$ cat config.mk
export PLATFORM = sky130hd
export DESIGN_NAME = mem_dump_tx_flat
export DESIGN_NICKNAME = d
export VERILOG_FILES = /design/src/rtl/mem_dump_pkg.sv /design/src/rtl/mem_dump_tx_if.sv /design/src/rtl/mem_dump_tx_word_serializer.sv /design/src/rtl/mem_dump_tx.sv /design/src/flat_wrapper.sv
export SDC_FILE = /design/constraint.sdc
export NUM_CORES = 1
export LEC_CHECK = 0
export CORE_ASPECT_RATIO = 1.4
export CORE_MARGIN = 5
export CORE_UTILIZATION = 25
export CTS_BUF_LIST = sky130_fd_sc_hd__clkbuf_8
export DETAILED_ROUTE_END_ITERATION = 8
export MAX_ROUTING_LAYER = met4
export PLACE_DENSITY = 0.55
export SYNTH_ARGS = -nofsm -noshare
export SYNTH_HDL_FRONTEND = slang
export SYNTH_SLANG_ARGS = --single-unit
$ cat constraint.sdc
create_clock -name clk -period 4.45 [get_ports clk]
set_input_delay 0.89 -clock clk [delete_from_list [all_inputs] [get_ports clk]]
set_output_delay 0.89 -clock clk [all_outputs]
set_load 0.005 [all_outputs]
$ cat src/rtl/mem_dump_pkg.sv
// Shared definitions for the memory dump path: FSM states, word geometry and
// the default dump origin used by both the loader and the dump transmitter.
package mem_dump_pkg;

  typedef enum logic [2:0] {
    IDLE = 3'd0,
    REQ  = 3'd1,
    WAIT = 3'd2,
    SEND = 3'd3,
    FIN  = 3'd4
  } state_t;

  localparam int BYTES_PER_WORD = 4;
  localparam int WORD_W         = BYTES_PER_WORD * 8;
  localparam int BYTE_IDX_W     = $clog2(BYTES_PER_WORD);

  localparam logic [BYTE_IDX_W-1:0] LAST_BYTE_IDX = BYTE_IDX_W'(BYTES_PER_WORD - 1);

  localparam logic [31:0] DATA_SECTION_BASE_ADDR = 32'h0001_0000;

endpackage

$ cat src/rtl/mem_dump_tx_if.sv
// Bundle of the dump control, memory read and byte transmit signals.
// tx handshake: a byte moves when tx_valid && tx_ready; once tx_valid rises it
// stays high with tx_data stable until that cycle. rd_valid answers one rd_req.
interface mem_dump_tx_if #(
  parameter int ADDR_W = 32,
  parameter int CNT_W  = 16
);

  logic              start;
  logic [ADDR_W-1:0] base_addr;
  logic [CNT_W-1:0]  word_count;
  logic              busy;
  logic              done;

  logic              rd_req;
  logic [ADDR_W-1:0] rd_addr;
  logic [31:0]       rd_data;
  logic              rd_valid;

  logic [7:0]        tx_data;
  logic              tx_valid;
  logic              tx_ready;

  modport master (
    input  start, base_addr, word_count, rd_data, rd_valid, tx_ready,
    output busy, done, rd_req, rd_addr, tx_data, tx_valid
  );

  modport slave (
    output start, base_addr, word_count, rd_data, rd_valid, tx_ready,
    input  busy, done, rd_req, rd_addr, tx_data, tx_valid
  );

endinterface

$ cat src/rtl/mem_dump_tx_word_serializer.sv
// Holds one 32-bit word and emits it as 4 bytes, LSB first, under valid/ready.
// last_o marks the cycle in which the final byte of the word is accepted.
module word_serializer
  import mem_dump_pkg::*;
(
  input  logic              clk,
  input  logic              rst,
  input  logic              load_i,
  input  logic [WORD_W-1:0] word_i,
  output logic [7:0]        tx_data_o,
  output logic              tx_valid_o,
  input  logic              tx_ready_i,
  output logic              last_o
);

  logic [WORD_W-1:0]     shift_q;
  logic [BYTE_IDX_W-1:0] idx_q;
  logic                  valid_q;
  logic                  accept;

  assign accept = valid_q && tx_ready_i;

  always_ff @(posedge clk or posedge rst) begin
    if (rst) begin
      shift_q <= '0;
      idx_q   <= '0;
      valid_q <= 1'b0;
    end else if (load_i) begin
      shift_q <= word_i;
      idx_q   <= '0;
      valid_q <= 1'b1;
    end else if (accept) begin
      // The next byte always sits in the low 8 bits, so tx_data is a plain register tap.
      shift_q <= {8'h00, shift_q[WORD_W-1:8]};
      idx_q   <= idx_q + BYTE_IDX_W'(1);
      if (idx_q == LAST_BYTE_IDX) begin
        valid_q <= 1'b0;
      end
    end
  end

  assign tx_data_o  = shift_q[7:0];
  assign tx_valid_o = valid_q;
  assign last_o     = accept && (idx_q == LAST_BYTE_IDX);

endmodule

$ cat src/rtl/mem_dump_tx.sv
// Streams a block of data-memory words to the UART byte transmitter, one read
// outstanding at a time; the FSM owns the address and remaining-word counters.
module mem_dump_tx
  import mem_dump_pkg::*;
#(
  parameter int ADDR_W = 32,
  parameter int CNT_W  = 16,
  parameter int STRIDE = 4
) (
  input  logic          clk,
  input  logic          rst,
  mem_dump_tx_if.master bus,
  output state_t        state_o
);

  state_t            state_q;
  logic [ADDR_W-1:0] addr_q;
  logic [CNT_W-1:0]  remaining_q;
  logic              busy_q;
  logic              done_q;
  logic              rd_req_q;
  logic [ADDR_W-1:0] rd_addr_q;

  logic [ADDR_W-1:0] addr_next;
  logic              ser_load;
  logic              ser_last;

  // Wraps silently at 2^ADDR_W.
  assign addr_next = addr_q + ADDR_W'(STRIDE);
  assign ser_load  = (state_q == WAIT) && bus.rd_valid;

  always_ff @(posedge clk or posedge rst) begin
    if (rst) begin
      state_q     <= IDLE;
      addr_q      <= '0;
      remaining_q <= '0;
      busy_q      <= 1'b0;
      done_q      <= 1'b0;
      rd_req_q    <= 1'b0;
      rd_addr_q   <= '0;
    end else begin
      rd_req_q <= 1'b0;
      done_q   <= 1'b0;
      unique case (state_q)
        IDLE: begin
          if (bus.start) begin
            addr_q      <= bus.base_addr;
            remaining_q <= bus.word_count;
            busy_q      <= 1'b1;
            if (bus.word_count == '0) begin
              state_q <= FIN;
              done_q  <= 1'b1;
            end else begin
              state_q   <= REQ;
              rd_req_q  <= 1'b1;
              rd_addr_q <= bus.base_addr;
            end
          end
        end
        REQ: begin
          state_q <= WAIT;
        end
        WAIT: begin
          if (bus.rd_valid) begin
            state_q <= SEND;
          end
        end
        SEND: begin
          if (ser_last) begin
            addr_q      <= addr_next;
            remaining_q <= remaining_q - CNT_W'(1);
            // Decide on the pre-decrement count so REQ/FIN outputs can be registered now.
            if (remaining_q != CNT_W'(1)) begin
              state_q   <= REQ;
              rd_req_q  <= 1'b1;
              rd_addr_q <= addr_next;
            end else begin
              state_q <= FIN;
              done_q  <= 1'b1;
            end
          end
        end
        FIN: begin
          busy_q  <= 1'b0;
          state_q <= IDLE;
        end
        default: begin
          state_q <= IDLE;
        end
      endcase
    end
  end

  word_serializer u_ser (
    .clk        (clk),
    .rst        (rst),
    .load_i     (ser_load),
    .word_i     (bus.rd_data),
    .tx_data_o  (bus.tx_data),
    .tx_valid_o (bus.tx_valid),
    .tx_ready_i (bus.tx_ready),
    .last_o     (ser_last)
  );

  assign bus.busy    = busy_q;
  assign bus.done    = done_q;
  assign bus.rd_req  = rd_req_q;
  assign bus.rd_addr = rd_addr_q;
  assign state_o     = state_q;

endmodule

$ cat src/flat_wrapper.sv
// flat-port wrapper written by rule: the top's interface ports become plain ports
module mem_dump_tx_flat import mem_dump_pkg::*;
#(
  parameter int ADDR_W = 32,
  parameter int CNT_W  = 16,
  parameter int STRIDE = 4
)
  (clk, rst, state_o, bus_start, bus_base_addr, bus_word_count, bus_rd_data, bus_rd_valid, bus_tx_ready, bus_busy, bus_done, bus_rd_req, bus_rd_addr, bus_tx_data, bus_tx_valid);
  mem_dump_tx_if #(.ADDR_W(ADDR_W), .CNT_W(CNT_W)) bus_i ();
  input  logic clk;
  input  logic rst;
  output state_t state_o;
  input wire logic [$bits(bus_i.start)-1:0] bus_start;
  input wire logic [$bits(bus_i.base_addr)-1:0] bus_base_addr;
  input wire logic [$bits(bus_i.word_count)-1:0] bus_word_count;
  input wire logic [$bits(bus_i.rd_data)-1:0] bus_rd_data;
  input wire logic [$bits(bus_i.rd_valid)-1:0] bus_rd_valid;
  input wire logic [$bits(bus_i.tx_ready)-1:0] bus_tx_ready;
  output wire logic [$bits(bus_i.busy)-1:0] bus_busy;
  output wire logic [$bits(bus_i.done)-1:0] bus_done;
  output wire logic [$bits(bus_i.rd_req)-1:0] bus_rd_req;
  output wire logic [$bits(bus_i.rd_addr)-1:0] bus_rd_addr;
  output wire logic [$bits(bus_i.tx_data)-1:0] bus_tx_data;
  output wire logic [$bits(bus_i.tx_valid)-1:0] bus_tx_valid;
  assign bus_i.start = bus_start;
  assign bus_i.base_addr = bus_base_addr;
  assign bus_i.word_count = bus_word_count;
  assign bus_i.rd_data = bus_rd_data;
  assign bus_i.rd_valid = bus_rd_valid;
  assign bus_i.tx_ready = bus_tx_ready;
  assign bus_busy = bus_i.busy;
  assign bus_done = bus_i.done;
  assign bus_rd_req = bus_i.rd_req;
  assign bus_rd_addr = bus_i.rd_addr;
  assign bus_tx_data = bus_i.tx_data;
  assign bus_tx_valid = bus_i.tx_valid;
  mem_dump_tx #(.ADDR_W(ADDR_W), .CNT_W(CNT_W), .STRIDE(STRIDE)) u_core (.clk(clk), .rst(rst), .bus(bus_i), .state_o(state_o));
endmodule
# After elaboration in Yosys (flattened, before gate mapping)
# Index checks and enable logic that the tools add are counted.
[word_totals] reg_bits=121 input_bits=85
[op_classes] add_sub_neg=3 n_eq_ne=11 mux=36 reduce_logical=14
[ops] cell="$mux 32" n=8
[ops] cell="$pmux 32 s2" n=2
[ops] cell="$add 32x3->32 const B" n=1
[ops] cell="$mux 16" n=2
[ops] cell="$pmux 16 s2" n=1
[ops] cell="$logic_not 16->1" n=1
[ops] cell="$ne 16x1->1 const B" n=1
[ops] cell="$sub 16x1->16 const B" n=1
[ops] cell="$mux 3" n=5
[ops] cell="$mux 1" n=12
[ops] cell="$pmux 3 s4" n=1
[ops] cell="$reduce_bool 2->1" n=4
[ops] cell="$eq 3x2->1 const B" n=2
[ops] cell="$ne 2x2->1 const B" n=3
[ops] cell="$pmux 1 s2" n=3
[ops] cell="$reduce_and 3->1" n=2
[ops] cell="$reduce_and 5->1" n=1
[ops] cell="$mux 2" n=2
[ops] cell="$ne 2x1->1 const B" n=2
[ops] cell="$reduce_and 2->1" n=2
[ops] cell="$eq 3x1->1 const B" n=1
[ops] cell="$eq 3x3->1 const B" n=1
[ops] cell="$logic_and 1x1->1" n=3
[ops] cell="$logic_not 3->1" n=1
[ops] cell="2 further kinds" n=2

# Depth between registers and ports, before layout
# Gate-level depths: netlist (run 1).
[logic_depth] depth_word=4 ltp_mapped=9 ltp_nobuf=8

# By module
# Synthesis (run 1) repeated with hierarchy kept, for this count alone.
[unflattened] cells_unflattened=748 hier_area_um2=7080.5
[by_module_without_submodules] mod="mem_dump_tx" instances=1 cells_per_inst=554 area_each_um2=5081.1
[by_module_without_submodules] mod="word_serializer" instances=1 cells_per_inst=194 area_each_um2=1999.4

# Worst setup path after synthesis (run 1)
# OpenSTA, ideal clock, no wires.
[synth_path] path_kind="input port to flip-flop" from="input bus_tx_ready" to="register u_core.remaining_q[7]" setup_time_ns=0.121 t_arrival_ns=2.262 required_time_ns=4.329 slack_ns=2.067 cell_stages=6 cell_sequence="nand3_1 or2_2 a21oi_1 clkbuf_1 o21ai_0 a22o_1"
[synth_between] elab_chain_len=4
[synth_rtl] item="from (decl)" line="flat_wrapper.sv:18" rtl="input wire logic [$bits(bus_i.tx_ready)-1:0] bus_tx_ready;"
[synth_rtl] item="$logic_and 1x1->1" line="mem_dump_tx_word_serializer.sv:21" rtl="assign accept = valid_q && tx_ready_i;"
[synth_rtl] item="$logic_and 1x1->1" line="mem_dump_tx_word_serializer.sv:44" rtl="assign last_o = accept && (idx_q == LAST_BYTE_IDX);"
[synth_rtl] item="$ne 2x1->1 (no source line)"
[synth_rtl] item="$reduce_and 3->1 (no source line)"
[synth_rtl] item="to (signal assigned)" line="mem_dump_tx.sv:48" rtl="remaining_q <= bus.word_count;"
[synth_rtl] item="to (signal assigned)" line="mem_dump_tx.sv:71" rtl="remaining_q <= remaining_q - CNT_W'(1);"
[synth_rtl] item="to (decl)" line="mem_dump_tx.sv:18" rtl="logic [CNT_W-1:0] remaining_q;"
# Every way passes these cells.
# A chain may end at the register's enable or synchronous reset.

# Worst setup path after layout (run 1)
[layout_path] from="input bus_word_count[2]" to="register u_core.rd_addr_q[11], in the netlist u_core.bus.rd_addr[11]"
[layout_between] elab_chain_len=3
[layout_rtl] item="from (decl)" line="flat_wrapper.sv:15" rtl="input wire logic [$bits(bus_i.word_count)-1:0] bus_word_count;"
[layout_rtl] item="$logic_not 16->1" line="mem_dump_tx.sv:50" rtl="if (bus.word_count == '0) begin"
[layout_rtl] item="$ne 2x2->1 (no source line)"
[layout_rtl] item="$reduce_and 5->1 (no source line)"
[layout_rtl] item="to (signal assigned)" line="mem_dump_tx.sv:56" rtl="rd_addr_q <= bus.base_addr;"
[layout_rtl] item="to (signal assigned)" line="mem_dump_tx.sv:76" rtl="rd_addr_q <= addr_next;"
[layout_rtl] item="to (decl)" line="mem_dump_tx.sv:22" rtl="logic [ADDR_W-1:0] rd_addr_q;"
# Every way passes these cells.

==> reports/metrics.yaml, run 1 <==
outcome: "complete, no violations"
hold_class: "reg2reg"
grtUsageTotal_pct: 13.3
synth_cells: 719
rsz0062_at_grt: "false"
end_kind: "register"
path_max_fanout: 52
final_cells: 1146
peakVddDrop_mv: 0.165
syn_to_final_growth_pct: 29.6
slowest_stage: "nor4_1"
crit_chain: "clkdlybuf4s50_1 -> nor4_1 -> nand4_1 -> a22oi_2 -> buf_12 -> inv_2 -> mux2_2"
antenna_found_initial: 0
skew_ns: 0.00807
clkTransAtPathRegs_ns: 0.07
fin_setup_tns_ns: 0
grt_start_max_net_pins: 79
p_leak_uw: 0.00358
max_cap_viol_count: 0
vias_per_cell: 4.98
netSwitchingPower_uw: 1490
pwr-share-comb_pct: 34.3
netlist_area_sq_mm: 0.00650
max_slew_margin_pct: 30.4
route.vias.total: 5708
start_kind: "input port"
syn_avg_cell_area_sq_um: 9.04
drive_gt1_share_pct: 7.62
hold_viol: 0
fin_util_pct: 33.0
synth-edff-count: 0
ys_seq_area_share_pct: 46.6
place_hpwl_um: 13600
rows: 69
h-tree-depth: 4
yosys.area.top_type: "dfrtp_1"
seqPwrFrac_pct: 42.9
grt_pass1_vias: 5649
p_int_uw: 2770
cts_root_buf: "clkbuf_8"
synth-seq-cells: 121
portBuffers: 131
post_cts_buffers: 0
setup_ws_ns: 1.50
dr.pass1.iters: 8
ys_types: 55
layout_commonest_cell: "clkdlybuf4s50_1"
clkLatencyLatePin_ns: 0.44
p_sw_share_pct: 34.9
ctsResizeCount: 0
die-area_sq_mm: 0.0294
pre_cts_ws_ns: 1.03
drt-wirelength-per-cell_um: 16.5
fp.dieH_um: 201
synth_nets: 808
fmax_ghz: 0.339
worst-slew-pin-transition_ns: 1.03
setup_viol: 0
nets: 904
drc_errors: 0
synth.area.top_cells: "dfrtp_1 (47%), o21ai_0 (6.5%), nand2_1 (6.3%)"
ant_nets: 0
slew_viol_final: 0
p_per_area_mw_per_mm2: 505
placedCellCount: 1115
async_reset_ff_share_pct: 100
critical_path_required_ns: 4.77
cts_num_sinks: 121
io_pins: 132
numCtsBuffers: 17
initial_utilization_pct: 25.4
netlist.area_leader.share_pct: 46.6
power_uw: 4260
gp_congestion: 0.814
cp_data_arrival_time_ns: 3.27
cts.hold.buffers_added: 0
antennaDiodeCount: 0
cts_tree: "yes"
finalWirelength_um: 18900
yosys_most_used_dff: "dfrtp_1"
path_class: "in2reg"
clkPwrFrac_pct: 22.8
period_share_pct: 66.2
layout_common_cells: "clkdlybuf4s50_1 (131), dfrtp_1 (121), nand2_1 (108)"
core_area_sq_mm: 0.0256
grt-ovfl-total: 0
dr.first_iter.drc_count: 310
cpPeakStageDelay_ns: 0.51
clockBufferDepth: 2
min_period_ns: 2.95
synth_warnings: 0
die_w_um: 146
grt_pass1_wl_um: 30600
[synthesized netlist by cell type, types with 10 or more instances]
library cell and number:
nor2_1 45, and3_1 10, a21oi_1 49, mux2i_1 32, o21ai_0 85, nand4_1 13, nand3_1 10, nor3_1 13
clkbuf_1 42, buf_4 10, o31ai_1 20, buf_2 12, dfrtp_1 121, nor4_1 17, nand2_1 109
[worst paths after layout]
path	startpoint	depth (start not counted)	slack, ns	endpoint
max	bus_word_count[2]	7	1.50	u_core.bus.rd_addr[11]
min	u_core.bus.rd_addr[4]	2	0.48	u_core.bus.rd_addr[4]
max reg2reg	u_core.addr_q[2]	6	1.81	u_core.bus.rd_addr[16]
min reg2reg	u_core.bus.rd_addr[4]	2	0.48	u_core.bus.rd_addr[4]
max in group asynchronous	rst	3	2.53	u_core.addr_q[13]
min in group asynchronous	rst	2	1.04	u_core.bus.rd_addr[24]
[worst max-delay path: cells and delay by family]
kind | cells | cell delay [ns]
buffers and inverters | 3 | 0.82
AOI/OAI and AO/OA | 1 | 0.40
muxes | 1 | 0.28
and+or+nand+nor | 2 | 0.83
[metrics by stage]
step	area, sq um	hold WS [ns]
floorplan	6500	0.448
global placement	8050	0.463
detailed placement	8050	0.470
CTS	8430	0.487
global route	8430	0.498
finish	8430	0.479
[power groups by stage]
stage / clock network, uW / registers [uW] / logic (uW)
after floorplan: 0 / 1730 / 939
after global placement: 0 / 1840 / 1460
after detailed placement: 0 / 1850 / 1490
after CTS: 1010 / 1830 / 1490
after global routing: 1050 / 1900 / 1640
final: 971 / 1830 / 1460
[layout make-up]
class,instances,area [sq um]
Fill cell,2709,17100
Multi-Input combinational cell,526,3160
Sequential cell,121,3030
Timing Repair Buffer,141,1420
Tap cell,319,399
Clock buffer,20,275
Clock inverter,11,106
Inverter,8,32.5
[metal layers]
layer / global-route usage, % / share of wire (%) / vias up
li1: - / - / 2818
met1: 16.5 / 45 / 2698
met2: 20.9 / 48 / 158
met3: 2.48 / 3.7 / 34
met4: 6.52 / 3.3 / 0
met5: - / 0 / -
[state kept, by name, indices dropped and copies added, names as in the netlist]
signal / flops
u_core.addr_q: 32
u_core.bus.busy: 1
u_core.bus.done: 1
u_core.bus.rd_addr: 32
u_core.bus.rd_req: 1
u_core.remaining_q: 16
u_core.state_o: 3
u_core.u_ser.idx_q: 2
u_core.u_ser.shift_q: 32
u_core.u_ser.tx_valid_o: 1
[cells by family after synthesis]
| group | after synthesis | share of synthesized area, % |
|---|---|---|
| simple gates | 251 | 19.0 |
| compound gates | 219 | 20.7 |
| flops | 121 | 46.6 |
| buf+inv | 72 | 4.97 |
| mux | 40 | 6.31 |
| xor+xnor | 12 | 1.62 |
| fa+ha+maj | 4 | 0.770 |
Power figures use the tool's default switching activity.
==> run 2, diff against run 1 <==
--- a/config.mk
+++ b/config.mk
@@ -11,7 +11,7 @@
 export CTS_BUF_LIST = sky130_fd_sc_hd__clkbuf_8
 export DETAILED_ROUTE_END_ITERATION = 8
 export MAX_ROUTING_LAYER = met4
-export PLACE_DENSITY = 0.55
+export PLACE_DENSITY = 0.56
 export SYNTH_ARGS = -nofsm -noshare
 export SYNTH_HDL_FRONTEND = slang
 export SYNTH_SLANG_ARGS = --single-unit
==> constraint.sdc (replaced) <==
create_clock -name clk -period 2.6 [get_ports clk]
set_input_delay 0.52 -clock clk [delete_from_list [all_inputs] [get_ports clk]]
set_output_delay 0.52 -clock clk [all_outputs]
set_load 0.005 [all_outputs]
==> run 2 against run 1 <==
  * Clock-buffer cell count decreased by 2
  * Worst hold slack improved by 0.00078 ns
  * Register-to-register slack lost 1.5 ns
  * First-iteration DRC count up 22%
==> reports/metrics.yaml, run 2 (synthesis results as in run 1) <==
rows: 69
portBuffers: 131
grt_pass1_vias: 5732
layout_commonest_cell: "clkdlybuf4s50_1"
finalWirelength_um: 19000
nFillCells: 2666
syn_to_final_growth_pct: 35.2
cts_tree: "yes"
worst-slew-pin-transition_ns: 0.667
path_class: "reg2reg"
antenna_found_initial: 0
ant_nets: 0
route.vias.total: 5790
hold_class: "reg2reg"
gp_congestion: 0.792
skew_ns: 0.0123
slowest_stage: "or4_1"
layout_common_cells: "clkdlybuf4s50_1 (131), dfrtp_1 (121), nand2_1 (108)"
antennaDiodeCount: 0
setup_viol: 0
p_per_area_mw_per_mm2: 885
outcome: "complete, no violations"
end_kind: "register"
grtUsageTotal_pct: 13.6
dr.first_iter.drc_count: 378
hold_viol: 0
path_max_fanout: 36
period_share_pct: 89.7
drt-wirelength-per-cell_um: 16.2
vias_per_cell: 4.92
drc_errors: 0
cpPeakStageDelay_ns: 0.58
min_period_ns: 2.33
start_kind: "register"
io_pins: 132
final_cells: 1176
hold-worst-slack_ns: 0.479
max_slew_margin_pct: 55.5
die_w_um: 146
fp.dieH_um: 201
drive_gt1_share_pct: 11.1
grt-ovfl-total: 0
initial_utilization_pct: 25.4
crit_chain: "or4_1 -> nand4b_1 -> a22oi_2 -> buf_12 -> buf_4 -> nand2_1 -> o31ai_1"
post_cts_buffers: 0
placedCellCount: 1144
grt_pass1_wl_um: 31200
h-tree-depth: 4
max_cap_viol_count: 0
place_hpwl_um: 13600
die-area_sq_mm: 0.0294
cts_root_buf: "clkbuf_8"
peakVddDrop_mv: 0.342
grt_start_max_net_pins: 122
nets: 933
numCtsBuffers: 17
crit_buf_inv: 2
multi_input_area_sq_mm: 0.00316
ff_latch_area_sq_mm: 0.00303
clkTransAtPathRegs_ns: 0.07
core_area_sq_mm: 0.0256
critical_path_required_ns: 2.95
slew_viol_final: 0
ctsResizeCount: 0
rsz0062_at_grt: "false"
crit_family: "simple AND/OR/NAND/NOR gates"
cts.hold.buffers_added: 0
p_leak_uw: 0.00377
cp_data_arrival_time_ns: 2.68
fmax_ghz: 0.429
clockBufferDepth: 2
power_uw: 7780
clkLatencyLatePin_ns: 0.45
dr.pass1.iters: 5
cts_num_sinks: 121
## run 2: cell count changes in the layout (fill, tap and decap cells not counted)
cell        delta
inv_4          -1
buf_4         +25
clkbuf_8       -2
inv_1          -2
clkinvlp_4     +1
buf_12         +4
bufinv_16      +4
clkinv_4       +1
## run 2: layer usage
metal	vias to the layer above	wire, um	part of all wire, %	track usage, %
li1	2874	-	-	-
met1	2770	8550	45	17.0
met2	127	9320	49	21.9
met3	19	870	4.6	3.07
met4	0	265	1.4	4.03
met5	-	0	0	-
## run 2: stage by stage
stage	setup slack (ns)	utilization [%]	instance area (sq um)	setup TNS, ns
floorplan	0.462	-	6500	0
global placement	-0.0687	32.5	8310	-0.834
detailed placement	-0.104	32.5	8310	-1.25
CTS	0.230	34.4	8790	0
global route	0.127	34.4	8790	0
finish	0.268	34.4	8790	0
## run 2: area by class of cell
| cell class | count | area share (%) |
|---|---|---|
| clock buffer | 18 | 2.82 |
| clock inverter | 14 | 2.59 |
| inverter | 8 | 0.384 |
| multi-input combinational | 526 | 36.0 |
| sequential | 121 | 34.4 |
| tap | 319 | 4.54 |
| timing repair buffer | 170 | 19.2 |
## run 2: final timing paths
path	slack (ns)	from	cells after the start	end
hold / removal	0.48	u_core.bus.rd_addr[27]	2	u_core.bus.rd_addr[27]
hold reg to reg	0.48	u_core.bus.rd_addr[27]	2	u_core.bus.rd_addr[27]
setup / recovery	0.27	u_core.remaining_q[12]	7	u_core.bus.rd_addr[19]
setup reg to reg	0.27	u_core.remaining_q[12]	7	u_core.bus.rd_addr[19]
min in group asynchronous	0.63	rst	3	u_core.bus.rd_addr[31]
max in group asynchronous	1.49	rst	3	u_core.bus.rd_addr[27]
## run 2: worst reg2reg max path, cell delays in order, from the launching register on
cell and delay (ns):
dfrtp_1 0.43, or4_1 0.59, nand4b_1 0.35, a22oi_2 0.33, buf_12 0.24, buf_4 0.18
nand2_1 0.05, o31ai_1 0.07
## run 2: power by group
group / leakage (uW) / switching (uW) / internal (uW)
clock: 0.000240 / 791 / 1250
combinational: 0.00191 / 1210 / 1410
sequential: 0.00162 / 599 / 2520
==> run 3, diff against run 2 <==
--- a/config.mk
+++ b/config.mk
@@ -10,8 +10,9 @@
 export CORE_UTILIZATION = 25
 export CTS_BUF_LIST = sky130_fd_sc_hd__clkbuf_8
 export DETAILED_ROUTE_END_ITERATION = 8
+export DONT_BUFFER_PORTS = 1
 export MAX_ROUTING_LAYER = met4
-export PLACE_DENSITY = 0.56
+export PLACE_DENSITY = 0.5
 export SYNTH_ARGS = -nofsm -noshare
 export SYNTH_HDL_FRONTEND = slang
 export SYNTH_SLANG_ARGS = --single-unit
==> run 3 against run 2 <==
  * Largest cell class unchanged
  * First-iteration DRC count decreased by 28%
  * Power decreased by 6.2%
  * Register-to-register slack about the same
  * Non-clock buffer count decreased by 144
  * Highest routed layer unchanged
==> reports/metrics.yaml, run 3 (synthesis results as in run 1) <==
worst-slew-pin-transition_ns: 0.682
path_max_fanout: 42
place_hpwl_um: 13600
cts_num_sinks: 121
ant_nets: 0
portBuffers: 0
cts.hold.buffers_added: 0
fmax_ghz: 0.431
fp.dieH_um: 201
dr.first_iter.drc_count: 274
nets: 789
initial_utilization_pct: 25.4
clkTransAtPathRegs_ns: 0.08
seqPwrFrac_pct: 44.2
placedCellCount: 1000
period_share_pct: 89.2
die-area_sq_mm: 0.0294
die_w_um: 146
drt-wirelength-per-cell_um: 18.2
rows: 69
cp_data_arrival_time_ns: 2.65
io_pins: 132
setup_viol: 0
p_int_uw: 4740
clkPwrFrac_pct: 30.1
layout_common_cells: "dfrtp_1 (121), nand2_1 (108), o21ai_0 (85)"
peakVddDrop_mv: 0.264
drc_errors: 0
final_cells: 1032
finalWirelength_um: 18800
core_area_sq_mm: 0.0256
max_slew_margin_pct: 54.4
fin_setup_tns_ns: 0
outcome: "complete, no violations"
clkLatencyLatePin_ns: 0.45
grtUsageTotal_pct: 13.2
p_per_area_mw_per_mm2: 987
post_cts_buffers: 0
skew_ns: 0.0149
syn_to_final_growth_pct: 13.8
clockBufferDepth: 2
antennaDiodeCount: 0
grt_pass1_vias: 5191
grt-ovfl-total: 0
route.vias.total: 5263
vias_per_cell: 5.10
p_sw_share_pct: 35.1
netSwitchingPower_uw: 2560
rsz0062_at_grt: "false"
pwr-share-comb_pct: 25.6
hold_class: "in2async"
end_kind: "register"
reg2regPathDepth: 6
ctsResizeCount: 0
cts_tree: "yes"
slew_viol_final: 0
critical_path_required_ns: 2.93
p_leak_uw: 0.00321
dr.pass1.iters: 4
max_cap_viol_count: 0
layout_commonest_cell: "dfrtp_1"
h-tree-depth: 4
hold_viol: 0
grt_pass1_wl_um: 29800
start_kind: "register"
power_uw: 7300
gp_congestion: 0.824
numCtsBuffers: 17
drive_gt1_share_pct: 11.6
antenna_found_initial: 0
path_class: "reg2reg"
grt_start_max_net_pins: 68
cts_root_buf: "clkbuf_8"
min_period_ns: 2.32
[run 3: changes by cell type in the layout (fill, tap and decap cells not counted), sizes merged]
cell | previous run | this run
buf | 39 | 26
bufinv | 6 | 7
clkdlybuf4s50 | 131 | 0
clkinvlp | 3 | 1
inv | 8 | 9
[run 3: layout make-up]
class / instances / area, sq um
fillers: 2707 / 18200
multi-input cells: 526 / 3160
flip-flops and latches: 121 / 3030
well taps: 319 / 399
clock inverters: 14 / 268
repair buffers: 26 / 258
clock buffers: 18 / 248
inverters: 8 / 33.8
[run 3: path summary, 6_finish.rpt]
path / slack (ns) / endpoint / from
min in group clk: 0.18 / u_core.u_ser.shift_q[12] / bus_rd_data[12]
max: 0.28 / u_core.bus.rd_addr[12] / u_core.remaining_q[12]
max in group asynchronous: 1.75 / u_core.addr_q[16] / rst
min: 0.03 / u_core.addr_q[23] / rst
max reg2reg: 0.28 / u_core.bus.rd_addr[12] / u_core.remaining_q[12]
min reg2reg: 0.49 / u_core.remaining_q[14] / u_core.remaining_q[14]
[run 3: power by group through the flow]
stage                     Combinational [uW]  Sequential [uW]  Clock [uW]
after floorplan                         1610             2960           0
after global placement                  1880             3270           0
after detailed placement                1900             3280           0
after CTS                               1910             3250        2270
after global routing                    2140             3340        2340
final                                   1870             3230        2200
[run 3: through the flow]
| stage | hold WS [ns] | util, % | setup slack (ns) | cell area [sq um] |
|---|---|---|---|---|
| 2_1_floorplan | 0.448 | - | 0.462 | 6500 |
| 3_3_place_gp | 0.476 | 26.9 | 0.302 | 6880 |
| 3_5_place_dp | 0.479 | 26.9 | 0.243 | 6880 |
| 4_1_cts | 0.0116 | 28.9 | 0.240 | 7400 |
| 5_1_grt | 0.0387 | 28.9 | 0.148 | 7400 |
| 6_report | 0.0294 | 28.9 | 0.281 | 7400 |
[run 3: layer usage]
metal  track usage [%]  up-vias  routed length [um]
met3              5.01       23                1630
li1                  -     2590                   -
met1              15.2     2509                7720
met2              20.8      141                8920
met4              5.28        0                 492
met5                 -        -                   0
[run 3: critical path: stages, from the launching register on]
cell	delay, ns
dfrtp_1	0.43
or4_1	0.59
nand4b_1	0.29
a22oi_2	0.26
buf_12	0.24
inv_2	0.11
mux2_2	0.28
